--- src/rtl/dmac_ioregister_initiator.sv ---
// rtl/dmac_ioregister_initiator.sv - AXI-style burst initiator for DMAC IO-register transfers
// Splits one command into length- and boundary-limited bursts, one transaction in flight at a time.
module dmac_ioregister_initiator #(
  parameter int W_D           = 32,
  parameter int W_EXT_A       = 32,
  parameter int W_BOUNDARY_A  = 12,
  parameter int W_BLEN        = 8,
  parameter int MAX_BURST_LEN = 256,
  parameter int W_SIZE        = 32
) (
  input  logic               ACLK,
  input  logic               ARESET,

  input  logic               req_valid,
  output logic               req_ready,
  input  logic               req_write,
  input  logic [W_EXT_A-1:0] req_addr,
  input  logic [W_SIZE-1:0]  req_size,
  output logic               busy,
  output logic               done,

  input  logic [W_D-1:0]     src_data,
  input  logic               src_valid,
  output logic               src_ready,

  output logic [W_D-1:0]     snk_data,
  output logic               snk_valid,
  input  logic               snk_ready,

  output logic               awvalid,
  output logic [W_EXT_A-1:0] awaddr,
  output logic [W_BLEN-1:0]  awlen,
  input  logic               awready,

  output logic               wvalid,
  output logic [W_D-1:0]     wdata,
  output logic [W_D/8-1:0]   wstrb,
  output logic               wlast,
  input  logic               wready,

  output logic               arvalid,
  output logic [W_EXT_A-1:0] araddr,
  output logic [W_BLEN-1:0]  arlen,
  input  logic               arready,

  input  logic               rvalid,
  input  logic [W_D-1:0]     rdata,
  input  logic               rlast,
  output logic               rready
);

  localparam int BYTES      = W_D / 8;
  localparam int BYTE_SHIFT = $clog2(BYTES);
  localparam int W_CALC     = W_SIZE + 1;
  localparam int W_LEN      = W_BLEN + 1;

  typedef logic [W_CALC-1:0]  calc_t;
  typedef logic [W_LEN-1:0]   len_t;
  typedef logic [W_SIZE-1:0]  size_t;
  typedef logic [W_EXT_A-1:0] addr_t;

  typedef enum logic [2:0] {
    S_IDLE,
    S_CALC,
    S_AW,
    S_W,
    S_AR,
    S_R,
    S_DONE
  } state_t;

  state_t state;
  state_t state_next;

  addr_t  addr;
  size_t  remaining;
  logic   dir;
  len_t   len;
  len_t   beat_cnt;

  calc_t  bnd_bytes;
  calc_t  bnd_words;
  calc_t  len_calc;
  len_t   len_m1;
  logic   w_beat;
  logic   r_beat;
  logic   last_beat;
  logic   rem_done;

  // Burst length is the smallest of what is left, the burst cap and the words up to the boundary.
  always_comb begin
    bnd_bytes = (calc_t'(1) << W_BOUNDARY_A) - calc_t'(addr[W_BOUNDARY_A-1:0]);
    bnd_words = bnd_bytes >> BYTE_SHIFT;
    len_calc  = calc_t'(remaining);
    if (calc_t'(MAX_BURST_LEN) < len_calc) len_calc = calc_t'(MAX_BURST_LEN);
    if (bnd_words < len_calc) len_calc = bnd_words;
  end

  assign len_m1    = len - len_t'(1);
  assign w_beat    = (state == S_W) && src_valid && wready;
  assign r_beat    = (state == S_R) && rvalid && snk_ready;
  assign last_beat = (w_beat || r_beat) && (beat_cnt == len_t'(1));
  assign rem_done  = (remaining == size_t'(len));

  always_ff @(posedge ACLK or posedge ARESET) begin
    if (ARESET) state <= S_IDLE;
    else        state <= state_next;
  end

  always_comb begin
    state_next = state;
    case (state)
      S_IDLE: if (req_valid) state_next = (req_size == '0) ? S_DONE : S_CALC;
      S_CALC: state_next = dir ? S_AW : S_AR;
      S_AW:   if (awready) state_next = S_W;
      S_AR:   if (arready) state_next = S_R;
      S_W,
      S_R:    if (last_beat) state_next = rem_done ? S_DONE : S_CALC;
      S_DONE: state_next = S_IDLE;
      default: state_next = S_IDLE;
    endcase
  end

  // Address and remaining count advance once per burst, on its final beat.
  always_ff @(posedge ACLK or posedge ARESET) begin
    if (ARESET) begin
      addr      <= '0;
      remaining <= '0;
      dir       <= 1'b0;
      len       <= '0;
      beat_cnt  <= '0;
    end else begin
      case (state)
        S_IDLE: begin
          if (req_valid) begin
            addr      <= req_addr;
            remaining <= req_size;
            dir       <= req_write;
          end
        end
        S_CALC: begin
          len      <= len_calc[W_LEN-1:0];
          beat_cnt <= len_calc[W_LEN-1:0];
        end
        S_W,
        S_R: begin
          if (w_beat || r_beat) begin
            beat_cnt <= beat_cnt - len_t'(1);
            if (beat_cnt == len_t'(1)) begin
              addr      <= addr + (addr_t'(len) << BYTE_SHIFT);
              remaining <= remaining - size_t'(len);
            end
          end
        end
        default: ;
      endcase
    end
  end

  // req_ready is also masked by reset so every handshake output is low while ARESET is held.
  always_comb begin
    req_ready = (state == S_IDLE) && !ARESET;
    busy      = (state != S_IDLE);
    done      = (state == S_DONE);

    awvalid   = (state == S_AW);
    awaddr    = addr;
    awlen     = len_m1[W_BLEN-1:0];

    arvalid   = (state == S_AR);
    araddr    = addr;
    arlen     = len_m1[W_BLEN-1:0];

    wvalid    = (state == S_W) && src_valid;
    wdata     = src_data;
    wstrb     = '1;
    wlast     = (state == S_W) && (beat_cnt == len_t'(1));
    src_ready = (state == S_W) && wready;

    rready    = (state == S_R) && snk_ready;
    snk_valid = (state == S_R) && rvalid;
    snk_data  = rdata;
  end

  logic unused_bits;
  assign unused_bits = &{1'b0, rlast, len_calc[W_CALC-1:W_LEN], len_m1[W_LEN-1]};

endmodule

--- config.mk ---
export PLATFORM = sky130hd
export DESIGN_NAME = dmac_ioregister_initiator
export DESIGN_NICKNAME = d
export VERILOG_FILES = /design/src/rtl/dmac_ioregister_initiator.sv
export SDC_FILE = /design/constraint.sdc
export NUM_CORES = 1
export LEC_CHECK = 0
export CAP_MARGIN = 40
export CORE_UTILIZATION = 39
export CTS_CLUSTER_SIZE = 16
export DETAILED_ROUTE_END_ITERATION = 16
export GPL_ROUTABILITY_DRIVEN = 0
export PLACE_DENSITY = 0.75
export SYNTH_ARGS = -nofsm -noshare
export SYNTH_HDL_FRONTEND = slang
export SYNTH_SLANG_ARGS = --single-unit
--- constraint.sdc ---
create_clock -name ACLK -period 4.4 [get_ports ACLK]
set_input_delay 0.88 -clock ACLK [delete_from_list [all_inputs] [get_ports ACLK]]
set_output_delay 0.88 -clock ACLK [all_outputs]
set_load 0.005 [all_outputs]
==> flow_metrics.py, run 1 <==
metrics = {
    "status": {
        "status": "complete, no violations",
    },
    "clock_tree": {
        "cts_buffer_depth": 2,
        "cts_tree": "done",
        "ctsHtreeMaxLevel": 3,
        "cts_hold_buf": 0,
        "clock_sinks": 86,
        "clk_latency_ns": 0.35,
        "cts_root_buffer": "clkbuf_16",
        "path_clk_slew_ns": 0.06,
        "numCtsBuffers": 9,
        "cts.repair.resized": 0,
        "postCtsSetupBuffers": 0,
    },
    "final_layout": {
        "design_area_mm2": 0.00873,
        "nets": 1147,
        "utilization": 0.478,
        "fillCellCount": 1845,
        "multi_input_area_mm2": 0.00412,
        "drive_above_1_share": 0.0654,
        "ff_latch_area_mm2": 0.00215,
        "area_delta_synth_final_pct": 18.1,
        "num_antenna_cells": 0,
        "fin_cells": 1207,
    },
    "job": {
        "cap_violations": 0,
    },
    "worst_setup_path": {
        "cp-start-kind": "register",
        "path_max_fanout": 9,
        "r2r-end": "len[7]",
        "rrSetupSlack_ns": 0.46,
        "rr_startpoint": "araddr[2]",
        "crit_start": "araddr[2]",
        "worstPathArrival_ns": 4.16,
        "cp-endpoint": "len[7]",
        "reg2reg_depth": 14,
        "crit_required_ns": 4.62,
        "crit_type": "reg2reg",
        "endpoint_kind": "register",
    },
    "synth": {
        "synth_largest_area_cell": "dfrtp_1",
        "ys_types": 74,
        "ys.flop_type": "dfrtp_1",
        "synth_warnings": 0,
        "synth_edf_count": 0,
        "synth_seq_cells": 86,
        "netlist_instances": 929,
        "synth.top_cell.area_share": 0.291,
        "async_flop_share": 1.00,
        "synth.area.top_cells": "dfrtp_1, buf_4, a21oi_1",
        "avgSynthCellArea_um2": 7.96,
        "netlist_area_mm2": 0.00739,
        "synth_seq_area_share": 0.291,
    },
    "pwr": {
        "p_leak_nw": 3.43,
        "pwr-share-seq": 0.267,
        "p_int_mw": 3.65,
        "ir_drop_uv": 308,
        "combPwrFrac": 0.627,
        "power-per-cell-area_mw_per_mm2": 775,
        "p_sw_mw": 3.11,
        "p_clk_frac": 0.106,
        "power_mw": 6.76,
        "switching_share": 0.460,
    },
    "die": {
        "die-area_mm2": 0.0195,
        "fp.dieW_um": 140,
        "start_util": 0.405,
        "io_pins": 297,
        "rows": 49,
        "core_mm2": 0.0183,
        "die_h_um": 140,
    },
    "timing": {
        "finalSetupTns_ns": 0,
        "worst_pin_slew_ns": 0.882,
        "setup_viol": 0,
        "finalCritPeriodShare": 0.896,
        "finClkSkew_ns": 0.00853,
        "slew_headroom": 0.411,
        "rsz0062_at_grt": "false",
        "fin_crit_ns": 3.94,
        "drv_slew": 0,
        "finalHoldViolations": 0,
        "max_freq_ghz": 0.254,
    },
    "drt": {
        "wl_per_cell_um": 17.8,
        "firstDrtPassIters": 7,
        "drc": 0,
        "vias": 7040,
        "postRouteAntennaNets": 0,
        "routed_wirelength_um": 21500,
        "routed_via_density": 5.83,
        "drt_iter0_markers": 467,
    },
    "place": {
        "placed_cells": 1193,
        "dp_hpwl_um": 16000,
        "post_dp_cell_area_mm2": 0.00847,
        "port_buffers": 163,
    },
    "global_route": {
        "grt_pass1_vias": 6510,
        "grt_start_max_net_pins": 71,
        "grt_overflow": 0,
        "antenna_found_initial": 0,
        "grt_usage": 0.219,
        "grt_first_pass_wirelength_um": 33900,
    },
    "hold_path": {
        "whs_path_depth": 1,
        "hold_class": "reg2reg",
    },
}
-- stage by stage --
step	setup WS (ns)	hold WS [ns]
final	0.458	0.541
after global routing	0.158	0.562
after CTS	0.469	0.537
after detailed placement	0.490	0.517
after global placement	0.546	0.503
after floorplan	0.786	0.478
-- layout make-up --
| cell class | count | share of cell area |
|---|---|---|
| inverters | 28 | 0.0122 |
| well taps | 229 | 0.0328 |
| multi-input cells | 665 | 0.472 |
| clock inverters | 2 | 0.00115 |
| flip-flops and latches | 86 | 0.247 |
| repair buffers | 185 | 0.207 |
| clock buffers | 12 | 0.0282 |
-- cells by family (layout without fill, tap and decap cells) --
kind of cell    Yosys count  after routing  synth area share
fa+ha+maj                33             33            0.0579
xor+xnor                 23             23            0.0272
other cells               1              6          0.000507
compound gates          272            272             0.234
simple gates            326            326             0.225
buf+inv                 183            227             0.157
mux                       5              5           0.00728
flops                    86             86             0.291
-- cell usage in the layout (no fill, tap or decap), drive strengths merged, types with 22 or more instances in the layout --
cell	Yosys	layout
nand2	87	87
dfrtp	86	86
nor3	27	27
ha	31	31
nor2	77	77
buf	114	22
inv	28	27
clkdlybuf4s50	0	163
nand3	23	23
o21ai	52	52
a21oi	93	93
-- worst min-delay path by stage --
stage,from,endpoint
final,remaining[25],remaining[25]
after global routing,remaining[3],remaining[3]
after CTS,remaining[25],remaining[25]
after detailed placement,remaining[25],remaining[25]
after global placement,remaining[25],remaining[25]
after floorplan,remaining[3],remaining[3]
-- critical path, cell delays in order (launching register included) --
cell	delay (ns)
dfrtp_1	0.46
nor4_4	0.36
nand2b_1	0.17
or4_4	0.48
nor4_1	0.31
xnor2_1	0.17
ha_1	0.26
a21o_1	0.18
a21oi_1	0.22
o221ai_1	0.16
buf_4	0.19
nor2_4	0.21
nor2_1	0.09
a2111oi_2	0.45
nor2_1	0.09
-- power by group through the flow --
| stage | Combinational (mW) | Clock (mW) | Sequential [mW] |
|---|---|---|---|
| 3_5_place_dp | 4.20 | 0 | 1.80 |
| 6_report | 4.24 | 0.716 | 1.80 |
| 3_3_place_gp | 4.07 | 0 | 1.78 |
| 4_1_cts | 4.22 | 0.732 | 1.79 |
| 2_1_floorplan | 3.07 | 0 | 1.59 |
| 5_1_grt | 4.67 | 0.759 | 1.87 |
-- registers in the layout, summed over array words and instances (netlist names) --
| name | cells |
|---|---|
| dir | 1 |
| len | 9 |
| remaining | 32 |
| araddr | 32 |
| state | 3 |
| beat_cnt | 9 |
-- cell usage after synthesis, types with 7 or more instances --
library cell / n
or3_1: 9
nand4_1: 11
nor4_1: 18
a31oi_1: 12
nor2b_1: 10
a21o_1: 7
a211oi_1: 9
ha_1: 31
nor3_1: 26
dfrtp_1: 86
o22ai_1: 20
nand3_1: 23
and2_1: 11
and3_1: 11
or2_2: 8
a2bb2oi_1: 14
xnor2_1: 18
buf_4: 108
o21ai_0: 51
inv_1: 28
clkbuf_1: 36
o21a_1: 7
nand2_1: 87
a21oi_1: 93
nor2_1: 76
-- routing by layer --
| layer | GRT usage | part of all wire | vias up |
|---|---|---|---|
| li1 | - | - | 3341 |
| met1 | 0.275 | 0.42 | 3328 |
| met2 | 0.364 | 0.47 | 312 |
| met3 | 0.0523 | 0.081 | 59 |
| met4 | 0.0798 | 0.027 | 0 |
| met5 | 0 | 0 | - |
(Power assumes the default switching activity.)
==> inputs of run 2 (changes only) <==
==> constraint.sdc (replaced) <==
create_clock -name ACLK -period 4.4 [get_ports ACLK]
set_input_delay 0.66 -clock ACLK [delete_from_list [all_inputs] [get_ports ACLK]]
set_output_delay 0.66 -clock ACLK [all_outputs]
set_load 0.005 [all_outputs]
==> run 2 against run 1 <==
Net effect: wire length shrank 0.33%; final area grew 1.1%; setup slack gained 0.030 ns; via count shrank 1.2%; critical endpoint is now beat_cnt[0]; combinational power is essentially flat; sequential cell count is the same; register-to-register slack gained 0.03 ns; largest power group unchanged.
==> flow_metrics.py, run 2 (same netlist as run 1, synthesis figures left out) <==
metrics = {
    "pwr": {
        "power-per-cell-area_mw_per_mm2": 790,
        "power_mw": 6.98,
        "p_clk_frac": 0.134,
        "p_int_mw": 3.84,
        "p_leak_nw": 3.47,
        "combPwrFrac": 0.607,
        "ir_drop_uv": 299,
        "pwr-share-seq": 0.258,
        "p_sw_mw": 3.14,
        "switching_share": 0.449,
    },
    "timing": {
        "finClkSkew_ns": 0.00893,
        "setup_slack_ns": 0.488,
        "fin_crit_ns": 3.91,
        "drv_slew": 0,
        "max_freq_ghz": 0.256,
        "rsz0062_at_grt": "false",
        "finalCritPeriodShare": 0.889,
        "worst_pin_slew_ns": 0.845,
        "holdWs_ns": 0.526,
        "setup_viol": 0,
        "finalSetupTns_ns": 0,
        "slew_headroom": 0.434,
        "finalHoldViolations": 0,
    },
    "clock_tree": {
        "clk_latency_ns": 0.36,
        "clock_sinks": 86,
        "cts.repair.resized": 0,
        "ctsHtreeMaxLevel": 3,
        "path_clk_slew_ns": 0.07,
        "numCtsBuffers": 9,
        "cts_root_buffer": "clkbuf_16",
        "cts_hold_buf": 0,
        "cts_tree": "done",
        "cts_buffer_depth": 2,
        "postCtsSetupBuffers": 0,
    },
    "global_route": {
        "grt_usage": 0.218,
        "grt_overflow": 0,
        "antenna_found_initial": 0,
        "grt_first_pass_wirelength_um": 33800,
        "grt_pass1_vias": 6576,
        "grt_start_max_net_pins": 64,
    },
    "final_layout": {
        "drive_above_1_share": 0.0665,
        "area_delta_synth_final_pct": 19.4,
        "multi_input_area_mm2": 0.00412,
        "nets": 1144,
        "design_area_mm2": 0.00883,
        "fillCellCount": 1760,
        "ff_latch_area_mm2": 0.00215,
        "num_antenna_cells": 0,
        "mostFrequentLayoutCell": "clkdlybuf4s50_1",
        "utilization": 0.483,
        "fin_cells": 1206,
        "layout_common_cells": "clkdlybuf4s50_1, a21oi_1, nand2_1, dfrtp_1, nor2_1",
    },
    "drt": {
        "drt_iter0_markers": 495,
        "postRouteAntennaNets": 0,
        "routed_wirelength_um": 21400,
        "wl_per_cell_um": 17.7,
        "firstDrtPassIters": 5,
        "routed_via_density": 5.77,
        "vias": 6956,
        "drc": 0,
    },
    "hold_path": {
        "min_from": "remaining[25]",
        "hold_class": "reg2reg",
        "hold_path_end": "remaining[25]",
        "whs_path_depth": 1,
    },
    "worst_setup_path": {
        "r2r-end": "beat_cnt[0]",
        "rrSetupSlack_ns": 0.49,
        "cp-start-kind": "register",
        "reg2reg_depth": 13,
        "crit_type": "reg2reg",
        "rr_startpoint": "araddr[2]",
        "path_max_fanout": 7,
        "crit_required_ns": 4.69,
        "worstPathArrival_ns": 4.21,
        "endpoint_kind": "register",
    },
    "die": {
        "die_h_um": 140,
        "fp.dieW_um": 140,
        "start_util": 0.405,
        "die-area_mm2": 0.0195,
        "io_pins": 297,
        "core_mm2": 0.0183,
        "rows": 49,
    },
    "place": {
        "pre_cts_ws_ns": 0.504,
        "placed_cells": 1190,
        "post_dp_cell_area_mm2": 0.00847,
        "dp_hpwl_um": 15700,
        "port_buffers": 163,
    },
    "job": {
        "cap_violations": 0,
    },
    "status": {
        "status": "complete, no violations",
    },
}
run 2: changes by cell type in the layout (fill, tap and decap cells not counted), sizes merged:
cell	before	now
clkinv	3	1
buf	22	19
clkbuf	12	11
bufinv	0	3
clkinvlp	0	2
run 2: power by group through the flow:
stage	combinational, mW	sequential (mW)	clock [mW]
6_report	4.24	1.80	0.937
5_1_grt	4.65	1.87	0.982
4_1_cts	4.21	1.79	0.949
3_5_place_dp	4.18	1.80	0
3_3_place_gp	4.05	1.78	0
2_1_floorplan	3.07	1.59	0
run 2: cell type report:
type	instances	area share
Timing Repair Buffer	182	0.205
Tap cell	229	0.0325
Inverter	28	0.0120
Clock buffer	11	0.0286
Clock inverter	5	0.0119
Multi-Input combinational cell	665	0.467
Sequential cell	86	0.244
run 2: worst max-delay path, stage by stage, from the launching register on:
cell      delay, ns
dfrtp_1        0.46
nor4_4         0.38
nand2b_1       0.17
or4_4          0.49
nor4_1         0.32
xnor2_1        0.17
ha_1           0.26
a21o_1         0.18
a21oi_1        0.19
o221ai_1       0.14
buf_4          0.18
or2_2          0.33
o221ai_1       0.36
o211a_1        0.21
run 2: layer usage:
metal  up-vias  track usage  part of all wire
met1      3285        0.267              0.43
met3        49       0.0547             0.078
met2       288        0.362              0.47
li1       3334            -                 -
met5         -            0                 0
met4         0       0.0937             0.029
run 2: how the worst max path moves through the flow:
stage                     startpoint          end  slack (ns)  cells past startpoint
after CTS                  araddr[2]  beat_cnt[0]        0.47                     13
after floorplan            araddr[2]       len[7]        0.79                     12
after global placement     araddr[2]       len[7]        0.60                     14
final                      araddr[2]  beat_cnt[0]        0.49                     13
after detailed placement   araddr[2]  beat_cnt[0]        0.50                     13
after global routing       araddr[2]       len[7]        0.21                     14
